`src/rtl/sprite_renderer_if.sv`:
```
// Scan-side bus of the sprite renderer: VGA scan position in, texel
// address/data to the animation source, RGB444 pixel out.
interface sprite_renderer_if;
    logic [9:0]  h_cnt;
    logic [9:0]  v_cnt;
    logic        valid;
    logic [9:0]  pos_x;
    logic [9:0]  pos_y;
    logic [7:0]  ram_addr_x;
    logic [7:0]  ram_addr_y;
    logic [15:0] ram_data;
    logic [11:0] rgb;
    logic        frame_start;

    // Driver side: scan generator, sprite placement and texel source.
    modport master (
        output h_cnt, v_cnt, valid, pos_x, pos_y, ram_data,
        input  ram_addr_x, ram_addr_y, rgb, frame_start
    );

    // Renderer side.
    modport slave (
        input  h_cnt, v_cnt, valid, pos_x, pos_y, ram_data,
        output ram_addr_x, ram_addr_y, rgb, frame_start
    );
endinterface

```
`src/rtl/sprite_renderer.sv`:
```
// Two-stage sprite renderer: scan position -> texel address (stage 1),
// texel -> colour-keyed RGB444 pixel (stage 2). The sprite origin is
// captured once per frame at scan (0,0) so mid-frame moves never tear.
module sprite_renderer #(
    parameter logic [7:0]  SPRITE_W = 8'd128,
    parameter logic [7:0]  SPRITE_H = 8'd128,
    parameter int          SCALE    = 2,
    parameter logic [15:0] KEY      = 16'hF81F,
    parameter logic [11:0] BG       = 12'h000
) (
    input  logic             clk,
    input  logic             rst,
    sprite_renderer_if.slave bus
);
    logic [9:0] org_x, org_y;
    logic [9:0] cur_org_x, cur_org_y;
    logic [9:0] dx, dy, tx, ty;
    logic       latch, hit;
    logic       hit1, valid1;

    // Origin bypass: the (0,0) pixel already sees the origin being latched.
    always_comb begin
        latch     = (bus.h_cnt == 10'd0) && (bus.v_cnt == 10'd0);
        cur_org_x = latch ? bus.pos_x : org_x;
        cur_org_y = latch ? bus.pos_y : org_y;
        // Unsigned wrap makes pixels left/above the sprite land far out of range.
        dx        = bus.h_cnt - cur_org_x;
        dy        = bus.v_cnt - cur_org_y;
        tx        = dx >> SCALE;
        ty        = dy >> SCALE;
        hit       = bus.valid && (tx < {2'b00, SPRITE_W}) && (ty < {2'b00, SPRITE_H});
    end

    // Per-frame origin capture and frame_start pulse.
    always_ff @(posedge clk) begin
        if (rst) begin
            org_x           <= '0;
            org_y           <= '0;
            bus.frame_start <= 1'b0;
        end else begin
            bus.frame_start <= latch;
            if (latch) begin
                org_x <= bus.pos_x;
                org_y <= bus.pos_y;
            end
        end
    end

    // Stage 1: texel address toward the source, zeroed outside the sprite.
    always_ff @(posedge clk) begin
        if (rst) begin
            bus.ram_addr_x <= '0;
            bus.ram_addr_y <= '0;
            hit1           <= 1'b0;
            valid1         <= 1'b0;
        end else begin
            bus.ram_addr_x <= hit ? tx[7:0] : 8'd0;
            bus.ram_addr_y <= hit ? ty[7:0] : 8'd0;
            hit1           <= hit;
            valid1         <= bus.valid;
        end
    end

    // Stage 2: colour key and RGB565 -> RGB444; blanking forces black over BG.
    always_ff @(posedge clk) begin
        if (rst) begin
            bus.rgb <= '0;
        end else if (!valid1) begin
            bus.rgb <= 12'h000;
        end else if (!hit1 || bus.ram_data == KEY) begin
            bus.rgb <= BG;
        end else begin
            bus.rgb <= {bus.ram_data[15:12], bus.ram_data[10:7], bus.ram_data[4:1]};
        end
    end
endmodule

```
`src/flat_wrapper.sv`:
```
// flat-port wrapper written by rule: the top's interface ports become plain ports
module sprite_renderer_flat 
#(
    parameter logic [7:0]  SPRITE_W = 8'd128,
    parameter logic [7:0]  SPRITE_H = 8'd128,
    parameter int          SCALE    = 2,
    parameter logic [15:0] KEY      = 16'hF81F,
    parameter logic [11:0] BG       = 12'h000
)
  (clk, rst, bus_h_cnt, bus_v_cnt, bus_valid, bus_pos_x, bus_pos_y, bus_ram_data, bus_ram_addr_x, bus_ram_addr_y, bus_rgb, bus_frame_start);
  sprite_renderer_if bus_i ();
  input  logic clk;
  input  logic rst;
  input wire logic [$bits(bus_i.h_cnt)-1:0] bus_h_cnt;
  input wire logic [$bits(bus_i.v_cnt)-1:0] bus_v_cnt;
  input wire logic [$bits(bus_i.valid)-1:0] bus_valid;
  input wire logic [$bits(bus_i.pos_x)-1:0] bus_pos_x;
  input wire logic [$bits(bus_i.pos_y)-1:0] bus_pos_y;
  input wire logic [$bits(bus_i.ram_data)-1:0] bus_ram_data;
  output wire logic [$bits(bus_i.ram_addr_x)-1:0] bus_ram_addr_x;
  output wire logic [$bits(bus_i.ram_addr_y)-1:0] bus_ram_addr_y;
  output wire logic [$bits(bus_i.rgb)-1:0] bus_rgb;
  output wire logic [$bits(bus_i.frame_start)-1:0] bus_frame_start;
  assign bus_i.h_cnt = bus_h_cnt;
  assign bus_i.v_cnt = bus_v_cnt;
  assign bus_i.valid = bus_valid;
  assign bus_i.pos_x = bus_pos_x;
  assign bus_i.pos_y = bus_pos_y;
  assign bus_i.ram_data = bus_ram_data;
  assign bus_ram_addr_x = bus_i.ram_addr_x;
  assign bus_ram_addr_y = bus_i.ram_addr_y;
  assign bus_rgb = bus_i.rgb;
  assign bus_frame_start = bus_i.frame_start;
  sprite_renderer #(.SPRITE_W(SPRITE_W), .SPRITE_H(SPRITE_H), .SCALE(SCALE), .KEY(KEY), .BG(BG)) u_core (.clk(clk), .rst(rst), .bus(bus_i));
endmodule
```
`config.mk`:
```
export PLATFORM = sky130hd
export DESIGN_NAME = sprite_renderer_flat
export DESIGN_NICKNAME = d
export VERILOG_FILES = /design/src/rtl/sprite_renderer_if.sv /design/src/rtl/sprite_renderer.sv /design/src/flat_wrapper.sv
export SDC_FILE = /design/constraint.sdc
export NUM_CORES = 1
export LEC_CHECK = 0
export BUFFER_PORTS_ARGS = -buffer_cell sky130_fd_sc_hd__buf_2
export CAP_MARGIN = 30
export CORE_AREA = 2 2 75 77
export DETAILED_ROUTE_END_ITERATION = 6
export DIE_AREA = 0 0 77 79
export PLACE_DENSITY_LB_ADDON = 0.2
export SYNTH_ARGS = -nofsm -noshare
export SYNTH_HDL_FRONTEND = slang
export SYNTH_SLANG_ARGS = --single-unit
```
`constraint.sdc`:
```
create_clock -name clk -period 5.1 [get_ports clk]
set_clock_uncertainty 0.1 [all_clocks]
set_input_delay 1.02 -clock clk [delete_from_list [all_inputs] [get_ports clk]]
set_output_delay 1.02 -clock clk [all_outputs]
set_load 0.02 [all_outputs]
```
==> results of run 1 <==
==> routing by layer <==
layer,share of wire,vias up,routed length [µm]
met4,0.012,0,67
met1,0.44,962,2400
met5,0,-,0
met2,0.49,62,2640
li1,-,1094,-
met3,0.055,5,298
==> path summary, 6_finish.rpt <==
path / startpoint / to / slack [ns] / cells after the start
hold / removal: u_core.org_y[0]$_SDFF_PP0_ / u_core.org_y[0]$_SDFF_PP0_ / 0.36 / 2
hold reg to reg: u_core.org_y[0]$_SDFF_PP0_ / u_core.org_y[0]$_SDFF_PP0_ / 0.36 / 2
setup reg to reg: u_core.org_x[6]$_SDFF_PP0_ / u_core.bus.ram_addr_x[6]$_SDFF_PP0_ / 2.71 / 10
setup / recovery: bus_h_cnt[4] / u_core.bus.ram_addr_x[6]$_SDFF_PP0_ / 1.15 / 15
==> logic make-up after synthesis <==
kind of cell	after synthesis
AND/OR/NAND/NOR	94
flip-flops	51
AO/OA/AOI/OAI	48
multiplexers	20
buffers and inverters	18
adder cells (fa/ha/maj)	15
XOR/XNOR	14
other	1
==> critical path: cells and delay by family <==
kind	cells	cell delay, ns
AND/OR/NAND/NOR	3	0.77
AO/OA/AOI/OAI	6	0.98
adder cells (fa/ha/maj)	1	0.31
buffers and inverters	3	0.49
multiplexers	2	0.50
==> cell usage after synthesis (3+ instances only) <==
cell                        n  area (µm²)
sky130_fd_sc_hd__dfxtp_1   51        1020
sky130_fd_sc_hd__nor2_1    34         128
sky130_fd_sc_hd__mux2i_1   19         190
sky130_fd_sc_hd__ha_1      15         188
sky130_fd_sc_hd__a21oi_1   13        65.1
sky130_fd_sc_hd__and2_1    13        81.3
sky130_fd_sc_hd__inv_1     11        41.3
sky130_fd_sc_hd__nor2_2    10        62.6
sky130_fd_sc_hd__xnor2_1    9        78.8
sky130_fd_sc_hd__o21ai_0    8        40.0
sky130_fd_sc_hd__nand2_1    7        26.3
sky130_fd_sc_hd__a31oi_1    5        31.3
sky130_fd_sc_hd__nand3_1    4        20.0
sky130_fd_sc_hd__xor2_1     4        35.0
sky130_fd_sc_hd__a21boi_0   3        22.5
sky130_fd_sc_hd__a21o_1     3        22.5
sky130_fd_sc_hd__clkbuf_1   3        11.3
sky130_fd_sc_hd__nor2b_1    3        18.8
sky130_fd_sc_hd__nor4_1     3        18.8
sky130_fd_sc_hd__o211ai_1   3        22.5
sky130_fd_sc_hd__o21a_1     3        22.5
==> state kept, by name, indices dropped and copies added, names as in the netlist <==
signal / flops
u_core.bus.rgb: 12
u_core.org_x: 10
u_core.org_y: 10
u_core.bus.ram_addr_x: 8
u_core.bus.ram_addr_y: 8
u_core.bus.frame_start: 1
u_core.hit1: 1
u_core.valid1: 1
==> stage by stage <==
step / std cells / total power, mW / hold WS, ns / worst slack, ns
global route: 426 / 0.796 / 0.392 / 0.944
floorplan: 262 / 0.478 / 0.332 / 1.08
detailed placement: 418 / 0.522 / 0.350 / 0.836
finish: 426 / 0.754 / 0.359 / 1.15
CTS: 426 / 0.766 / 0.362 / 1.16
global placement: 418 / 0.522 / 0.340 / 0.884
==> final cells by class <==
class	count	area, µm²
Clock buffer	6	82.6
Clock inverter	2	16.3
Inverter	12	45.0
Fill cell	516	2200
Sequential cell	51	1020
Tap cell	72	90.1
Multi-Input combinational cell	193	1430
Timing Repair Buffer	90	458
==> report_power, final <==
| group | switching (mW) | internal, mW |
|---|---|---|
| clock | 0.129 | 0.111 |
| sequential | 0.00117 | 0.403 |
| combinational | 0.0601 | 0.0489 |
| total | 0.191 | 0.563 |
==> cell usage in the layout (no fill, tap or decap), types with 2 or more instances in the layout <==
master                     instances
sky130_fd_sc_hd__a21boi_0          3
sky130_fd_sc_hd__a21o_1            3
sky130_fd_sc_hd__a21oi_1          13
sky130_fd_sc_hd__a31oi_1           5
sky130_fd_sc_hd__and2_1           13
sky130_fd_sc_hd__and3_1            2
sky130_fd_sc_hd__buf_2            87
sky130_fd_sc_hd__buf_4             3
sky130_fd_sc_hd__clkbuf_8          6
sky130_fd_sc_hd__conb_1            2
sky130_fd_sc_hd__dfxtp_1          51
sky130_fd_sc_hd__ha_1             15
sky130_fd_sc_hd__inv_1            11
sky130_fd_sc_hd__mux2i_1          19
sky130_fd_sc_hd__nand2_1           7
sky130_fd_sc_hd__nand2b_1          2
sky130_fd_sc_hd__nand3_1           4
sky130_fd_sc_hd__nand4_1           2
sky130_fd_sc_hd__nor2_1           34
sky130_fd_sc_hd__nor2_2           10
sky130_fd_sc_hd__nor2b_1           3
sky130_fd_sc_hd__nor4_1            3
sky130_fd_sc_hd__nor4_2            2
sky130_fd_sc_hd__nor4_4            2
sky130_fd_sc_hd__o211a_1           2
sky130_fd_sc_hd__o211ai_1          3
sky130_fd_sc_hd__o21a_1            3
sky130_fd_sc_hd__o21ai_0           8
sky130_fd_sc_hd__o21ai_1           2
sky130_fd_sc_hd__xnor2_1           9
sky130_fd_sc_hd__xor2_1            4
==> results list, run 1 <==
- The flow ran to the end, and the final reports show no timing, DRC or antenna violations.
- Fraction of final layout cells sized beyond drive strength 1: 0.345
- Number of enable-type register cells in the synthesized netlist: 0
* Slowest CP cell: sky130_fd_sc_hd__nor4_4
- Number of resized instances in the post-cts repair step: 0
* Worst path cell trace: buf_2, nor4_4, nand4_2, nor2_1, buf_4, mux2i_1, ha_1, a21oi_1, o21ai_0, a21o_1, a211o_1, mux2i_1, o32ai_4, buf_4, a31oi_1
- Final #Nets: 427
* Number of violations reported at the end of detailed-routing iteration 0: 52
- Clock tree synthesis inserted a total of 5 buffers.
- Horiz. Die Dim: 77 µm
- The final count of hold timing violations is 0.
- The placed instances occupy a cell area of 3040 µm².
- Vias after detailed routing: 2123
- Static leakage power: 1.54 nW
- For the final routed database, the setup TNS stands at 0 ns.
* Post-route DRC: 0
* Final count of pins violating max slew: 0
* GPL Wtd Cong: 0.835
- VDD sags by at most 0.121 mV.
- Dominant combinational cell family by area after synthesis: simple AND/OR/NAND/NOR gates
* Largest incremental delay on the critical path: 0.39 ns
- From bottom edge to top edge, the die measures 79 µm.
* First-pass GRT wire length: 8.74 mm
- The cell count after synthesis came out at between 200 and 300.
- Yosys mapped the design onto 51 distinct sky130hd cell types.
* Final setup violation count: 0
- The synthesized netlist occupies a cell area of 2520 µm².
* Clock Sink Count: 51
- Core Box Area: 5340 µm²
- After synthesis the netlist holds a flip-flop and latch count of 51.
- After layout, the minimum clock period comes to 3.95 ns.
- Highest attainable clock frequency: 253 MHz
- # rows: 27
* Hold WC Path Type: flop to flop
* Longest Clk Path Bufs: 2
- The worst setup path is of the input pin to flop kind.
- The H-tree generated during clock tree synthesis spans 2 levels.
- Estimated wirelength of the detail-placed design: 4.30 mm
- After detailed routing, the number of vias per cell comes to 4.98.
- The initial utilization of the core area, before any placement, comes to 0.473.
- Critical path fanouts, max: 8
- Worst EP arrival: 4.07 ns
- Setup repair after global routing left no endpoint under its margin.
* Largest net degree at the start of global routing: 24
- Headroom to the max-slew limit came out at 0.451.
- Relative area change from synthesis to final layout: 24.4%
- Residual antenna-violating net count after detailed routing: 0
- Of the total synthesized cell area, the portion taken by XOR and XNOR cells is 0.0516.
* Synth Area in Simple Gates: 0.223
- Clock root buffer: sky130_fd_sc_hd__clkbuf_8
- Met3 routing resource usage after global routing: 0.0284
- Non-Filler Cell Area, Final: 3140 µm²
* CTS Hold Buffers Added: 0
- Sort of element at the start of the critical path: input pin
* CTS tree: yes
- Synth Area per Inst: 9.67 µm²
- Core utilization of the finished layout: 0.588
- The initial antenna violation count came to 0.
- Nature of the critical path endpoint: flop
- Asr flop ratio synth: 0
- In this run the most used layer during global routing was met2.
- In this run the power density over the cells is 240 nW/µm².
- Number of buffers inserted to repair setup after CTS: 0
- Clock latency on the worst-skew pair, taken at its later pin, is 0.30 ns.
- Of the total synthesized cell area, the portion taken by full adders, half adders and majority gates is 0.0744.
- The repair_antennas step left the layout with diodes totalling 0.
* Sequential share of the synthesized area: 0.405
* Total wire length after detailed routing: 5.40 mm
- For the worst setup path, the data required time is 5.23 ns.
* Number of search-and-repair iterations in the first detailed-routing pass: 4
- 88 I/O pins were placed.
- Wire per inst: 12.7 µm
- CTS clock-pin slew for the worst setup and hold paths: 0.09 ns
* Number of buffers added on ports: 87
- Yosys printed 0 warnings.
- Number of maximum-capacitance violations: 0
- In the synthesized netlist the dominant register cell turns out to be sky130_fd_sc_hd__dfxtp_1.
- The portion of synthesized area spent on multiplexers is 0.0843.
- For the pin with the worst max-slew slack, the measured transition is slightly above 0.8 ns.
- Compound-Gate Fraction of Synth Area: 0.130
- Of the available clock period, the critical path in the final layout requires 0.774.
- The number of global-route vias before repair is 2024.
- The total overflow left after global routing is 0.
- For met2 alone, demand over resource in global routing was 0.324.
* GRT met1 Usage: 0.221
- Global Route Usage Sum: 0.182
- The floorplan step defined a die boundary enclosing 6080 µm².
Power figures use the tool's default switching activity.
==> inputs of run 2 (changes only) <==
--- a/config.mk
+++ b/config.mk
@@ -7,9 +7,9 @@
 export LEC_CHECK = 0
 export BUFFER_PORTS_ARGS = -buffer_cell sky130_fd_sc_hd__buf_2
 export CAP_MARGIN = 30
-export CORE_AREA = 2 2 75 77
+export CORE_AREA = 2 2 78 80
 export DETAILED_ROUTE_END_ITERATION = 6
-export DIE_AREA = 0 0 77 79
+export DIE_AREA = 0 0 80 82
 export PLACE_DENSITY_LB_ADDON = 0.2
 export SYNTH_ARGS = -nofsm -noshare
 export SYNTH_HDL_FRONTEND = slang
==> constraint.sdc (replaced) <==
create_clock -name clk -period 3.62 [get_ports clk]
set_clock_uncertainty 0.1 [all_clocks]
set_input_delay 0.724 -clock clk [delete_from_list [all_inputs] [get_ports clk]]
set_output_delay 0.724 -clock clk [all_outputs]
set_load 0.02 [all_outputs]
==> run 2 against run 1 <==
Non-clock buffer count is 27 higher. Clock power is 73% higher. Critical endpoint is now u_core.bus.ram_addr_y[3]$_SDFF_PP0_. Highest routed layer unchanged. Final cell count is 7.0% higher. Sequential power is 41% higher. Die area is 7.8% higher. Wire length is 8.1% higher. Critical path depth is 1 lower. Via count is 4.8% higher. Global-route usage is 0.13 points higher.
==> results list, run 2 (synthesis gave the netlist of run 1 again) <==
* Number of search-and-repair iterations in the first detailed-routing pass: 4
- Hold path cells: 2
* CP delay by family, top: compound AO/OA/AOI/OAI gates
* Core utilization of the finished layout: 0.587
- The region available for standard cell placement spans 5750 µm².
* Fin. Hold Viols: 0
- Largest net degree at the start of global routing: 24
* Final critical-path setup slack: 0.195 ns
- Of the cells placed in the final design, the portion with a size suffix greater than 1 is 0.391.
- Across the run, the number of max-cap violations was 0.
- Placement Cell Area: approximately 3200 µm²
- Number of inserted filler cells in the final layout: 546
* Static leakage power: approximately 1.7 nW
* Number of buffers added on ports: 87
- Non-Filler Cell Area, Final: roughly 3400 µm²
- For this configuration, the core starts out at a cell density of 0.439.
* Detailed-route vias per instance: 4.88
- Data on the critical path is required at its endpoint by ~3.7 ns.
* Nature of the critical path endpoint: flop
- Tcrit/Tclk final: 0.946
* Via count of the first global-routing pass: 2081
- Vias after detailed routing: 2225
* Estimated wirelength of the detail-placed design: 4.74 mm
* Longest Clk Path Bufs: 2
- For this design, the CTS-stage hold fixing added 0 buffers.
* Run status: complete, no violations
- After detailed routing, the number of remaining DRC violations is 0.
* Max FFs per register: 12
* Highest attainable clock frequency: 292 MHz
* # rows: 28
- In this run, placement finished with an instance count of approximately 450.
- Final setup violation count: 0
- For the finished layout, the period the worst path requires is ~3.4 ns.
- between 80 and 90 I/O pins were placed.
- Number of antenna violations at the first check in global routing: 0
- The count of nets left with antenna violations once routing finished came out at 0.
* Logic depth of the worst path, buffers included: 14
- IR drop worst, VDD: 0.193 mV
- CTS clock-pin slew for the worst setup and hold paths: about 0.1 ns
- The largest registers in the layout are u_core.bus.rgb x12, u_core.org_x x10, u_core.org_y x10.
- For this design, the sink count on the clock tree is a little over 50.
- Setup_tns: 0 ns
- Worst path cell trace: buf_2, nor4_4, and4_4, nand2_8, mux2i_1, ha_1, a21oi_1, nor2b_1, a31oi_1, o211a_1, nor4_4, o32ai_4, buf_4, nor2_2
- Leaving out filler cells and counting taps, the final layout contains 456.
- Minimum hold slack: 0.358 ns
* Setup Slack @ Placement: -0.146 ns
- STA classifies the critical path startpoint as an input pin.
- Counting cells, the worst reg-to-reg path comes to 10.
- Clock root buffer: sky130_fd_sc_hd__clkbuf_8
- For this design the ratio of total power to cell area is approximately 340 nW/µm².
* Source-to-sink clock delay at the later pin of the worst-skew pair: 0.31 ns
- Commonest cells after routing, fill and taps aside: sky130_fd_sc_hd__buf_2 (87), sky130_fd_sc_hd__dfxtp_1 (51), sky130_fd_sc_hd__nor2_1 (34)
- Summed over all layers, the routed wires come to between 5 and 6 mm.
- Number of buffers and inverters on the critical path: 2
- The clock tree synthesis step divided the H-tree into 2 levels.
* Number of violations reported at the end of detailed-routing iteration 0: 71
* Sum of internal, switching and leakage power: 1.16 mW
- Measured against its own limit, the worst slew margin works out to 0.423.
- Along the worst path, the maximum fanout reaches 8.
- Relative to the synthesized area, the layout overhead comes to 33.7%.
- Data on the critical path arrives at its endpoint at about 3.5 ns.
- Antenna diode count: 0
- Most common library cell in the layout ignoring fill and taps: sky130_fd_sc_hd__buf_2
* Final count of pins violating max slew: 0
- For this run, the slowest stage of the critical path takes 0.36 ns.
- Register ranked first by flip-flop count: u_core.bus.rgb
* Horiz. Die Dim: 80 µm
* Die Ht: 82 µm
- Setup repair after global routing left no endpoint under its margin.
- Counting the buffers created by CTS gives 5.
* Cell mode on critical path: sky130_fd_sc_hd__nor4_4
* GPL Wtd Cong: a little over 0.9
* Global route total overflow: 0
- TritonCTS built the clock tree.
* Actual transition at the worst max-transition pin: 0.859 ns
- Global Route Usage Sum: 0.183
- After detailed routing, the average wire length per cell comes to roughly 13 µm.
- Slowest CP cell: sky130_fd_sc_hd__nor4_4
- For this run, the post-layout net count is 454.
- The critical path in this run is classified as input pin to flop.
* Die ar.: 6560 µm²
* First-pass GRT wire length: roughly 9.3 mm
- Hold WC Path Type: flop to flop
[run 2: changes by cell type in the layout (fill, tap and decap cells not counted)]
cell	change
sky130_fd_sc_hd__bufinv_16	+1
sky130_fd_sc_hd__buf_4	+27
sky130_fd_sc_hd__nor4_4	+1
sky130_fd_sc_hd__clkinvlp_4	-1
sky130_fd_sc_hd__nor4_2	-1
sky130_fd_sc_hd__clkbuf_8	-1
sky130_fd_sc_hd__inv_6	+1
[run 2: final timing paths]
| check | startpoint | end | slack, ns |
|---|---|---|---|
| setup / recovery | bus_h_cnt[4] | u_core.bus.ram_addr_y[3]$_SDFF_PP0_ | 0.20 |
| hold / removal | u_core.org_y[0]$_SDFF_PP0_ | u_core.org_y[0]$_SDFF_PP0_ | 0.36 |
| setup reg to reg | u_core.org_x[1]$_SDFF_PP0_ | u_core.bus.ram_addr_y[3]$_SDFF_PP0_ | 1.23 |
| hold reg to reg | u_core.org_y[0]$_SDFF_PP0_ | u_core.org_y[0]$_SDFF_PP0_ | 0.36 |
[run 2: power breakdown]
group / switching (mW) / leakage (nW) / internal (mW)
sequential: 0.00167 / 0.412 / 0.568
clock: 0.205 / 0.0587 / 0.210
combinational: 0.0897 / 1.21 / 0.0812
total: 0.297 / 1.68 / 0.859
[run 2: final cells by class]
cell class                      instances  area, µm²  share of cell area
Clock buffer                            5       68.8              0.0204
Clock inverter                          3       47.5              0.0141
Inverter                               12       45.0              0.0134
Multi-Input combinational cell        193       1440               0.426
Sequential cell                        51       1020               0.303
Tap cell                               75       93.8              0.0278
Timing Repair Buffer                  117        661               0.196
[run 2: routing by layer]
layer | GRT usage | vias to the layer above | wire, µm
li1 | - | 1150 | -
met1 | 0.221 | 1009 | 2590
met2 | 0.321 | 59 | 2840
met3 | 0.0418 | 7 | 307
met4 | 0.0610 | 0 | 100
met5 | 0 | - | 0
[run 2: what timing repair did]
item | in CTS | in global routing
endpoints found under the setup margin | 0 | 8
endpoints found under the hold margin | 0 | 0
buffers inserted | 0 | 0
resized for setup | 0 | 1
[run 2: worst reg2reg max path: stages, from the launching register on]
cell                      delay (ns)
sky130_fd_sc_hd__dfxtp_1        0.31
sky130_fd_sc_hd__mux2i_1        0.17
sky130_fd_sc_hd__ha_1           0.29
sky130_fd_sc_hd__a21oi_1        0.14
sky130_fd_sc_hd__nor2b_1        0.06
sky130_fd_sc_hd__a31oi_1        0.25
sky130_fd_sc_hd__o211a_1        0.30
sky130_fd_sc_hd__nor4_4         0.07
sky130_fd_sc_hd__o32ai_4        0.29
sky130_fd_sc_hd__buf_4          0.25
sky130_fd_sc_hd__nor2_2         0.06
==> inputs of run 3 (changes only) <==
--- a/config.mk
+++ b/config.mk
@@ -7,9 +7,9 @@
 export LEC_CHECK = 0
 export BUFFER_PORTS_ARGS = -buffer_cell sky130_fd_sc_hd__buf_2
 export CAP_MARGIN = 30
-export CORE_AREA = 2 2 78 80
+export CORE_AREA = 2 2 72 74
 export DETAILED_ROUTE_END_ITERATION = 6
-export DIE_AREA = 0 0 80 82
+export DIE_AREA = 0 0 74 76
 export PLACE_DENSITY_LB_ADDON = 0.2
 export SYNTH_ARGS = -nofsm -noshare
 export SYNTH_HDL_FRONTEND = slang
==> constraint.sdc (replaced) <==
create_clock -name clk -period 4.4 [get_ports clk]
set_clock_uncertainty 0.1 [all_clocks]
set_input_delay 0.88 -clock clk [delete_from_list [all_inputs] [get_ports clk]]
set_output_delay 0.88 -clock clk [all_outputs]
set_load 0.02 [all_outputs]
==> run 3 against run 2 <==
Combinational power is 26% lower. Via count is 3.2% lower. Global-route usage is 1.7 points higher. Worst hold slack worse by 0.0032 ns.
==> results list, run 3 (synthesis gave the netlist of run 1 again) <==
- At the later pin of the worst-skew pair, clock insertion delay measures 0.30 ns.
- STA puts the critical path data required time at roughly 4.5 ns.
- The die covers 5620 µm².
- Number of antenna violations at the first check in global routing: 0
* Core utilization of the finished layout: 0.637
- Gates resized during post-CTS repair numbered 0.
* Cell mode on critical path: sky130_fd_sc_hd__nor2_1
- Global Route Usage Sum: 0.200
- In this run the tightest slew margin relative to its limit is 0.448.
- Number of violations reported at the end of detailed-routing iteration 0: slightly below 90
- H-Tree Depth: 2
- The critical path goes through buf_2, nor4_2, nand4_2, nor2_1, buf_4, mux2i_1, ha_1, o21a_1, nor2_1, nor4_4, o32ai_4, nor2_1.
- Register ranked first by flip-flop count: u_core.bus.rgb
- Global route total overflow: 0
* Antenna diode count: 0
* IR drop worst, VDD: 0.160 mV
- Top Registers: u_core.bus.rgb x12, u_core.org_x x10, u_core.org_y x10
* Number of buffers added on ports: 87
- Final count of pins violating max slew: 0
- Via count of the first global-routing pass: approximately 2100
- Initial core utilization: 0.514
- The tightest min-delay check is of the flop to flop type.
* Setup_tns: 0 ns
- Dividing total power by cell area gives a power density of 280 nW/µm².
* Final setup violation count: 0
* Post-route DRC: 0
- STA classifies the critical path startpoint as an input pin.
* CTS tree: yes
- Clock-pin slew was measured on the worst setup and hold paths at 0.09 ns.
- Core Box Area: 4910 µm²
- Clock root buffer: sky130_fd_sc_hd__clkbuf_8
* Most common library cell in the layout ignoring fill and taps: sky130_fd_sc_hd__buf_2
- Using the TritonRoute via totals, the vias-per-cell ratio works out to just over 5.
* Worst reg2reg endpoint: u_core.bus.ram_addr_x[1]$_SDFF_PP0_
- Wire per inst: 13.0 µm
- In this run the worst setup path begins at bus_v_cnt[5].
* Clock Sink Count: 51
* Critical path fanouts, max: 15
* Register-to-register setup slack: approximately 1.7 ns
- Commonest cells after routing, fill and taps aside: sky130_fd_sc_hd__buf_2 (87), sky130_fd_sc_hd__dfxtp_1 (51), sky130_fd_sc_hd__nor2_1 (34)
- CP delay by family, top: simple AND/OR/NAND/NOR gates
- Estimated wirelength of the detail-placed design: roughly 4.4 mm
- Number of search-and-repair iterations in the first detailed-routing pass: 5
- The net count of the finished layout is 426.
* Unrepaired setup endpoints after global routing: false
- Horiz. Die Dim: 74 µm
- Longest Clk Path Bufs: 2
* Number of maximum-capacitance violations: 0
* Number of buffers inserted to repair setup after CTS: 0
- Vias after detailed routing: roughly 2200
- Highest attainable clock frequency: ~250 MHz
- Largest incremental delay on the critical path: 0.73 ns
* Total wire length after detailed routing: 5.49 mm
* Max FFs per register: 12
* Fin. Hold Viols: 0
- Among all stages on the critical path, the largest delay is contributed by sky130_fd_sc_hd__o32ai_4.
* Largest net degree at the start of global routing: 24
- For the pin with the worst max-slew slack, the measured transition is 0.822 ns.
- The routed design could run at a clock period as short as 4.05 ns.
- At the end of routability-driven placement, the weighted congestion stood at 0.908.
- The worst hold path was traced through 2 stages.
* Clock buffers created by TritonCTS: 5
- The flow ran to the end, and the final reports show no timing, DRC or antenna violations.
- Worst R2R Path Depth: 9
- Residual antenna-violating net count after detailed routing: 0
- STA puts the critical path data arrival time at 4.10 ns.
- Of the cells placed in the final design, the portion with a size suffix greater than 1 is 0.343.
- The die is between 70 and 80 µm tall.
- Critical path destination: u_core.bus.ram_addr_x[1]$_SDFF_PP0_
* Nature of the critical path endpoint: flop
- # rows: 26
- Of the available clock period, the critical path in the final layout requires 0.920.
- between 80 and 90 I/O pins were placed.
* Static leakage power: roughly 1.5 nW
* Reg2reg start: u_core.org_x[1]$_SDFF_PP0_
- Worst Path Class, Setup: input pin to flop
- Fill cells in the final layout number 403.
- The first global-routing pass estimated 8.91 mm of wire.
- Logic depth of the worst path, buffers included: 12
- CTS Hold Buffers Added: 0
- Number of buffers and inverters on the critical path: 2
* Relative area change from synthesis to final layout: 24.0%
-- run 3: cell type report --
class / count / area [µm²] / share of cell area
multi-input combinational: 193 / 1430 / 0.456
timing repair buffer: 89 / 450 / 0.144
clock buffer: 6 / 82.6 / 0.0264
inverter: 12 / 45.0 / 0.0144
sequential: 51 / 1020 / 0.326
clock inverter: 2 / 16.3 / 0.00520
tap: 70 / 87.6 / 0.0280
-- run 3: stage by stage --
step | cells | hold slack, ns | setup slack [ns] | power [mW] | cell area [µm²]
5_1_grt | 423 | 0.401 | 0.0307 | 0.914 | 3130
3_5_place_dp | 415 | 0.344 | 0.0209 | 0.605 | 3030
6_report | 423 | 0.355 | 0.352 | 0.878 | 3130
2_1_floorplan | 262 | 0.332 | 0.516 | 0.554 | 2530
4_1_cts | 423 | 0.356 | 0.324 | 0.886 | 3130
3_3_place_gp | 415 | 0.340 | 0.142 | 0.603 | 3030
-- run 3: power breakdown --
part	switching (mW)	internal [mW]	total, mW
combinational	0.0704	0.0558	0.126
sequential	0.00147	0.467	0.469
clock	0.154	0.129	0.283
-- run 3: worst min path at each step --
stage	startpoint	slack, ns	to
after floorplan	u_core.org_y[0]$_SDFF_PP0_	0.33	u_core.org_y[0]$_SDFF_PP0_
after global placement	u_core.org_y[0]$_SDFF_PP0_	0.34	u_core.org_y[0]$_SDFF_PP0_
after detailed placement	u_core.org_y[0]$_SDFF_PP0_	0.34	u_core.org_y[0]$_SDFF_PP0_
after CTS	u_core.org_y[0]$_SDFF_PP0_	0.36	u_core.org_y[0]$_SDFF_PP0_
after global routing	u_core.org_y[0]$_SDFF_PP0_	0.40	u_core.org_y[0]$_SDFF_PP0_
final	u_core.org_y[0]$_SDFF_PP0_	0.35	u_core.org_y[0]$_SDFF_PP0_
-- run 3: layer usage --
layer | part of all wire | vias to the layer above | global-route usage
met1 | 0.44 | 975 | 0.244
met2 | 0.49 | 81 | 0.346
met3 | 0.066 | 2 | 0.0437
met5 | 0 | - | 0
li1 | - | 1095 | -
met4 | 0.0046 | 0 | 0.0564
-- run 3: tightest hold or removal path, delay by kind of cell, from the launching register on --
| kind | cells | cell delay [ns] |
|---|---|---|
| flops | 1 | 0.31 |
| compound gates | 1 | 0.05 |
| simple gates | 1 | 0.05 |
